--- src/rtl/grf_sb_bypass_if.sv ---
// Register file bus: read ports, writeback, and scoreboard issue.
interface grf_sb_bypass_if #(
    parameter int DATA_W = 32,
    parameter int ADDR_W = 5,
    parameter int NUM_RD = 2
) ();
    logic [NUM_RD*ADDR_W-1:0] rd_addr;
    logic [NUM_RD*DATA_W-1:0] rd_data;
    logic [NUM_RD-1:0]        rd_busy;
    logic                     wr_en;
    logic [ADDR_W-1:0]        wr_addr;
    logic [DATA_W-1:0]        wr_data;
    logic                     iss_en;
    logic [ADDR_W-1:0]        iss_addr;
    logic                     iss_ovf;

    modport master (
        output rd_addr, wr_en, wr_addr, wr_data, iss_en, iss_addr,
        input  rd_data, rd_busy, iss_ovf
    );
    modport slave (
        input  rd_addr, wr_en, wr_addr, wr_data, iss_en, iss_addr,
        output rd_data, rd_busy, iss_ovf
    );
endinterface

--- src/rtl/grf_sb_bypass.sv ---
// Register file with write-to-read bypass and per-register pending-write scoreboard.
// Optional simulation trace of writes and dropped issues: define GRF_TRACE_EN.
module grf_sb_rd_port #(
    parameter int DATA_W = 32,
    parameter int ADDR_W = 5,
    parameter int PEND_W = 2,
    parameter int NREG   = 2**ADDR_W
) (
    input  logic [ADDR_W-1:0]              addr,
    input  logic [NREG-1:0][DATA_W-1:0]    regs,
    input  logic [NREG-1:0][PEND_W-1:0]    cnt,
    input  logic                           wr_live,
    input  logic [ADDR_W-1:0]              wr_addr,
    input  logic [DATA_W-1:0]              wr_data,
    output logic [DATA_W-1:0]              data,
    output logic                           busy
);
    logic hit;
    assign hit = wr_live && (wr_addr == addr) && (addr != '0);

    always_comb begin
        data = '0;
        if (addr == '0)  data = '0;
        else if (hit)    data = wr_data;
        else             data = regs[addr];
    end

    // A write retiring the last pending entry clears busy now; bypass carries the value.
    assign busy = (addr != '0) && (cnt[addr] != '0) &&
                  !(hit && cnt[addr] == PEND_W'(1));
endmodule

module grf_sb_bypass #(
    parameter int DATA_W = 32,
    parameter int ADDR_W = 5,
    parameter int NUM_RD = 2,
    parameter int PEND_W = 2
) (
    input  logic            clk,
    input  logic            reset,
    grf_sb_bypass_if.slave  bus
);
    localparam int              NREG    = 2**ADDR_W;
    localparam logic [PEND_W-1:0] CNT_MAX = '1;

    logic [NREG-1:0][DATA_W-1:0] regs;
    logic [NREG-1:0][PEND_W-1:0] cnt;
    logic                        ovf_q;
    logic                        wr_hit, iss_hit, iss_drop, wr_live;
    logic [NREG-1:0]             iss_sel, ret_sel;

    assign wr_hit   = bus.wr_en  && (bus.wr_addr  != '0);
    assign iss_hit  = bus.iss_en && (bus.iss_addr != '0);
    assign wr_live  = bus.wr_en && !reset;
    assign iss_sel  = iss_hit ? (NREG'(1) << bus.iss_addr) : '0;
    assign ret_sel  = wr_hit  ? (NREG'(1) << bus.wr_addr)  : '0;
    assign iss_drop = iss_hit && (cnt[bus.iss_addr] == CNT_MAX) &&
                      !(wr_hit && bus.wr_addr == bus.iss_addr);
    assign bus.iss_ovf = ovf_q;

    always_ff @(posedge clk or posedge reset) begin
        if (reset) begin
            regs  <= '0;
            cnt   <= '0;
            ovf_q <= 1'b0;
        end else begin
            ovf_q <= iss_drop;
            if (wr_hit) regs[bus.wr_addr] <= bus.wr_data;
            // Issue and retire on the same register cancel out.
            for (int r = 1; r < NREG; r++) begin
                if (iss_sel[r] && !ret_sel[r] && cnt[r] != CNT_MAX)
                    cnt[r] <= cnt[r] + PEND_W'(1);
                else if (ret_sel[r] && !iss_sel[r] && cnt[r] != '0)
                    cnt[r] <= cnt[r] - PEND_W'(1);
            end
        end
    end

    for (genvar i = 0; i < NUM_RD; i++) begin : g_rd
        grf_sb_rd_port #(
            .DATA_W(DATA_W), .ADDR_W(ADDR_W), .PEND_W(PEND_W), .NREG(NREG)
        ) u_port (
            .addr    (bus.rd_addr[i*ADDR_W +: ADDR_W]),
            .regs    (regs),
            .cnt     (cnt),
            .wr_live (wr_live),
            .wr_addr (bus.wr_addr),
            .wr_data (bus.wr_data),
            .data    (bus.rd_data[i*DATA_W +: DATA_W]),
            .busy    (bus.rd_busy[i])
        );
    end

`ifdef GRF_TRACE_EN
    always @(posedge clk) begin
        if (!reset) begin
            if (wr_hit)   $display("%t: $%d <= %h", $time, bus.wr_addr, bus.wr_data);
            if (iss_drop) $display("%t: GRF issue overflow $%d", $time, bus.iss_addr);
        end
    end
`endif
endmodule
--- src/flat_wrapper.sv ---
// flat-port wrapper written by rule: the top's interface ports become plain ports
module grf_sb_bypass_flat 
#(
    parameter int DATA_W = 32,
    parameter int ADDR_W = 5,
    parameter int NUM_RD = 2,
    parameter int PEND_W = 2
)
  (clk, reset, bus_rd_addr, bus_wr_en, bus_wr_addr, bus_wr_data, bus_iss_en, bus_iss_addr, bus_rd_data, bus_rd_busy, bus_iss_ovf);
  grf_sb_bypass_if #(.DATA_W(DATA_W), .ADDR_W(ADDR_W), .NUM_RD(NUM_RD)) bus_i ();
  input  logic clk;
  input  logic reset;
  input wire logic [$bits(bus_i.rd_addr)-1:0] bus_rd_addr;
  input wire logic [$bits(bus_i.wr_en)-1:0] bus_wr_en;
  input wire logic [$bits(bus_i.wr_addr)-1:0] bus_wr_addr;
  input wire logic [$bits(bus_i.wr_data)-1:0] bus_wr_data;
  input wire logic [$bits(bus_i.iss_en)-1:0] bus_iss_en;
  input wire logic [$bits(bus_i.iss_addr)-1:0] bus_iss_addr;
  output wire logic [$bits(bus_i.rd_data)-1:0] bus_rd_data;
  output wire logic [$bits(bus_i.rd_busy)-1:0] bus_rd_busy;
  output wire logic [$bits(bus_i.iss_ovf)-1:0] bus_iss_ovf;
  assign bus_i.rd_addr = bus_rd_addr;
  assign bus_i.wr_en = bus_wr_en;
  assign bus_i.wr_addr = bus_wr_addr;
  assign bus_i.wr_data = bus_wr_data;
  assign bus_i.iss_en = bus_iss_en;
  assign bus_i.iss_addr = bus_iss_addr;
  assign bus_rd_data = bus_i.rd_data;
  assign bus_rd_busy = bus_i.rd_busy;
  assign bus_iss_ovf = bus_i.iss_ovf;
  grf_sb_bypass #(.DATA_W(DATA_W), .ADDR_W(ADDR_W), .NUM_RD(NUM_RD), .PEND_W(PEND_W)) u_core (.clk(clk), .reset(reset), .bus(bus_i));
endmodule
--- config.mk ---
export PLATFORM = sky130hd
export DESIGN_NAME = grf_sb_bypass_flat
export DESIGN_NICKNAME = d
export VERILOG_FILES = /design/src/rtl/grf_sb_bypass_if.sv /design/src/rtl/grf_sb_bypass.sv /design/src/flat_wrapper.sv
export SDC_FILE = /design/constraint.sdc
export NUM_CORES = 2
export LEC_CHECK = 0
export BUFFER_PORTS_ARGS = -buffer_cell sky130_fd_sc_hd__buf_2
export CAP_MARGIN = 15
export CORE_ASPECT_RATIO = 0.7
export CORE_MARGIN = 3
export CORE_UTILIZATION = 28
export DETAILED_ROUTE_END_ITERATION = 10
export PLACE_DENSITY = 0.51
export SYNTH_ARGS = -nofsm -noshare
export SYNTH_HDL_FRONTEND = slang
export SYNTH_SLANG_ARGS = --single-unit
--- constraint.sdc ---
create_clock -name clk -period 48.5 [get_ports clk]
set_clock_uncertainty 0.2 [all_clocks]
set_input_delay 7.275 -clock clk [delete_from_list [all_inputs] [get_ports clk]]
set_output_delay 7.275 -clock clk [all_outputs]
set_load 0.03 [all_outputs]
After elaboration in Yosys (flattened, before gate mapping):

Cells that the tools add are included.

* register bits after elaboration: 1087
* output and inout port bits: 67
* input bits: 56
* word-level logic and storage cells: 528

* $add $sub $neg: 62
* $lt $le $gt $ge: 5
* reduce and logical (&&, ||, !) cells: 277
* shifts and indexed selects: 2
* mux-type cells: 81
* eq/ne operators: 37

Operators by type and width (number)
* 1024-bit bitwise mux: 1
* 32-bit binary-select mux with 5-bit select: 2
* 32-bit two-way mux: 9
* 32-bit demux with 5-bit select: 1
* 1-bit logical AND: 141
* 2-bit two-way mux: 65
* 2-bit nonzero test: 64
* 1-bit zero test: 66
* 1-bit by 5-bit left shift with 32-bit output, first input constant: 2
* 2-bit by 1-bit adder with 2-bit output, second input constant: 31
* 2-bit inequality test, second input constant: 31
* 2-bit by 1-bit subtractor with 2-bit output, second input constant: 31
* 2-bit binary-select mux with 5-bit select: 3
* 5-bit by 6-bit less-than comparator with 1-bit output, second input constant: 4
* 5-bit nonzero test: 4
* 5-bit == test: 3
* 5-bit zero test: 2
* 5-bit by 1-bit >= comparator with 1-bit output, second input constant: 1
* 2-bit by 1-bit == test with 1-bit output, second input constant: 2
* 2-bit == test, second input constant: 1

Longest topological paths before layout:

* depth after elaboration: 8
* gate-level depth with buffers: 11
* depth with buffers taken out: 5

By module:

Synthesis repeated with hierarchy kept, for this count alone.

* cells, all modules: 4574
* area total of the unflattened synthesis: 60498.0 µm²

Modules (own cells, without submodules)
* grf_sb_bypass: times used 1, area an instance 42263.0 µm², seq. area each 27201.1 µm², cells an instance 3002
* grf_sb_rd_port: times used 2, area an instance 9117.5 µm², seq. area each 0.0 µm², cells an instance 786

Worst setup path after synthesis:

No wires, ideal clock.

* kind: input port to output port
* start: input reset
* end: output bus_rd_data[12]
* buffers on the path: 1
* cell stages on the path: 6
* data required time: 41.025 ns
* arrival: 35.033 ns
* path slack: 5.992 ns
* path through: inv_1 nand3_1 o31ai_2 clkbuf_1 o22ai_1 a211oi_1

* longest elaborated chain between the ends: 6

Ends and longest elaborated chain
* start: declaration: line flat_wrapper.sv:12 `input logic reset;`
* 1-bit zero test: line grf_sb_bypass.sv:54 `assign wr_live = bus.wr_en && !reset;`
* 1-bit logical AND: line grf_sb_bypass.sv:54
* 1-bit logical AND (2 in series): line grf_sb_bypass.sv:19 `assign hit = wr_live && (wr_addr == addr) && (addr != '0);`
* 32-bit two-way mux: line grf_sb_bypass.sv:24 `else if (hit) data = wr_data;`
* 32-bit two-way mux: line grf_sb_bypass.sv:23 `if (addr == '0) data = '0;`
* end: declaration: line flat_wrapper.sv:19 `output wire logic [$bits(bus_i.rd_data)-1:0] bus_rd_data;`

Every way passes these cells.

Worst setup path in the final report:

* start: input bus_rd_addr[7]
* end: output bus_rd_data[53]

* longest elaborated chain between the ends: 5

Ends and longest elaborated chain
* start: declaration: line flat_wrapper.sv:13 `input wire logic [$bits(bus_i.rd_addr)-1:0] bus_rd_addr;`
* parallel branches: the longest is 4 deep, another holds 32-bit binary-select mux with 5-bit select
* 32-bit two-way mux (*): line grf_sb_bypass.sv:23

Every way passes the cells marked *. The select of a mux whose other input is x is not followed.

==> flow_summary.toml <==
[floorplanning]
fp.dieW_um = 550
dieHeight_um = 387
ios = 123
start_util = 0.283
rows = 139
die_area_um2 = 213000
coreArea_um2 = 206000

[routing]
vias = 41721
drc = 0
wl_per_cell_um = 28.8
vias_per_cell = 5.70
drt_wl_total_um = 211000
firstDrtPassIters = 6
first_iter_violations = 4803
ant_nets = 0

[worst_setup_path]
cp_max_fo = 44
critical_path_arrival_ns = 11.55
regToRegEndpoint = "u_core.bus.iss_ovf$_DFF_PP0_"
required_ns = 41.03
r2r_start = "u_core.cnt[29]$_DFFE_PP0P_"
cp-start-kind = "input pin"
end_kind = "output port"
path_class = "in -> out"
r2r_cells = 5
rrSetupSlack_ns = 46.31

[hold_path]
whs_endpoint = "u_core.regs[28]$_DFFE_PP0P_"
hold_path_startpoint = "u_core.regs[28]$_DFFE_PP0P_"
hold_class = "reg -> reg"
hold_path_depth = 0

[power_and_ir_drop]
p_leak_nw = 27.0
power_density_nw_per_um2 = 41.2
peakVddDrop_mv = 0.0296
finalPower_mw = 2.67

[synth]
yosysUniqueCellTypes = 68
synth_edf_count = 0
synth_fa_ha_area_frac = 0
synth_most_common_cell = "dfrtp_1"
synth-seq-cells = 1087
yosys-top-cells-area = "dfrtp_1 (47%), mux4_2 (22%), mux2_2 (7.1%), o21ai_0 (4.4%), nand2_1 (4.2%)"
syn_area_um2 = 58100
synth_top_area_frac = 0.468
ys_warn_count = 2
syn-num-nets = 4700
synth_compound_area_frac = 0.0965
muxShareOfSynthArea = 0.325
synth-simple-area-share = 0.0690
synth_top_cells_by_count = "dfrtp_1 (1087), nand2_1 (655), mux4_2 (569)"
syn-instance-count = 4644
synthArstFlopShare = 1.00
synth_top_family_by_area = "multiplexers"
synthXorXnorAreaFrac = 0.00211
synth_ff_type = "dfrtp_1"
synth_top_area_cell = "dfrtp_1"
syn_avg_cell_area_um2 = 12.5
ys_seq_area_frac = 0.468

[cts]
clk_pin_slew_ns = 0.07
clock_latency_ns = 0.75
numCtsBuffers = 109
cts_buffer_depth = 3
cts_tree = "done"
h-tree-depth = 3
cts_hold_repair.buffers = 0
cts_resized = 0
cts-root-buf = "clkbuf_16"
post_cts.repair.setup_buffers = 0
clock_sinks = 1087

[global_routing]
grt_max_degree = 111
use_met2 = 0.283
grt.total_usage = 0.195
grt_use_met3 = 0.0469
grt_overflow = 0
grt_pass1_vias = 40892
antenna_found_initial = 26
busiest_layer = "met1"
grt_pass1_wl_um = 306000
met1_usage = 0.291

[final_layout]
seq_area_um2 = 27200
finalNonFillerCells = 7324
fin_util = 0.316
nets = 4539
postLayoutCellArea_um2 = 64900
drive_gt1_frac = 0.307
syn2layout_area_growth_pct = 11.7
multiInputGateArea_um2 = 28900
fillers = 20457

[placed_design]
dp.cells = 7121
gp_congestion = 0.805
placed_area_um2 = 61100
pre_cts_ws_ns = 29.41
dp_hpwl_um = 124000
port_buffers = 122

[timing]
relSlewSlack = 0.162
fin_ws_ns = 29.48
setup_viol = 0
tightest_slew_ns = 1.25
setup_tns_ns = 0
hold_ws_ns = 0.183
hold_violations = 0
max_freq_ghz = 0.0526
fin_crit_ns = 19.02
rsz0062_at_grt = "false"
finalCritPeriodShare = 0.392
slew_violations = 0

[job]
drv_cap = 0

[status]
status = "finished, final reports clean"
==> worst max-delay path: stages <==
cell and delay (ns):
buf_6 0.34, buf_4 0.71, buf_4 0.60, nor2b_4 0.25
buf_4 0.72, a22oi_1 0.16, nand2_1 0.13, o22ai_1 0.07
nor3_1 0.72, buf_2 0.37
==> area by class of cell <==
| type | instances | share of cell area |
|---|---|---|
| Inverter | 40 | 0.00245 |
| Antenna cell | 4 | 0.000154 |
| Sequential cell | 1087 | 0.419 |
| Multi-Input combinational cell | 3034 | 0.446 |
| Clock buffer | 151 | 0.0480 |
| Timing Repair Buffer | 211 | 0.0210 |
| Clock inverter | 48 | 0.0104 |
| Tap cell | 2749 | 0.0530 |
==> placed cells by master (no fill, tap or decap), drive strengths merged, types with 65 or more instances in the layout <==
cell type  count
o22ai        196
clkbuf       151
a22oi         65
nor2         107
mux2         528
buf          211
o21ai        522
nand2        655
mux4         569
dfrtp       1087
==> how the worst max path moves through the flow <==
stage,slack [ns],startpoint,end,cells past startpoint
finish,29.48,bus_rd_addr[7],bus_rd_data[53],10
global route,29.41,bus_rd_addr[7],bus_rd_data[53],10
CTS,29.41,bus_rd_addr[7],bus_rd_data[53],10
detailed placement,29.41,bus_rd_addr[7],bus_rd_data[53],10
global placement,29.40,bus_rd_addr[7],bus_rd_data[53],10
floorplan,5.99,reset,bus_rd_data[12],6
==> power breakdown <==
part	switching (mW)	leakage, nW	internal (mW)
logic	0.258	11.2	0.288
clock network	0.402	1.84	0.511
registers	0.137	13.9	1.08
==> cells by family (layout without fill, tap and decap cells) <==
logic type,count (synthesis),count (layout)
flops,1087,1087
buf+inv,523,450
simple gates,944,944
mux,1108,1108
xor+xnor,14,14
compound gates,968,968
other cells,0,4
==> layer usage <==
| layer | part of all wire | vias up |
|---|---|---|
| met5 | 0.00033 | - |
| met4 | 0.025 | 4 |
| met3 | 0.096 | 336 |
| met2 | 0.43 | 2003 |
| met1 | 0.45 | 22232 |
| li1 | - | 17146 |
==> sequential cells by signal, summed over array words and instances, names as in the netlist <==
signal	flops
u_core.cnt	62
u_core.bus.iss_ovf	1
u_core.regs	1024
(Power assumes the default switching activity.)
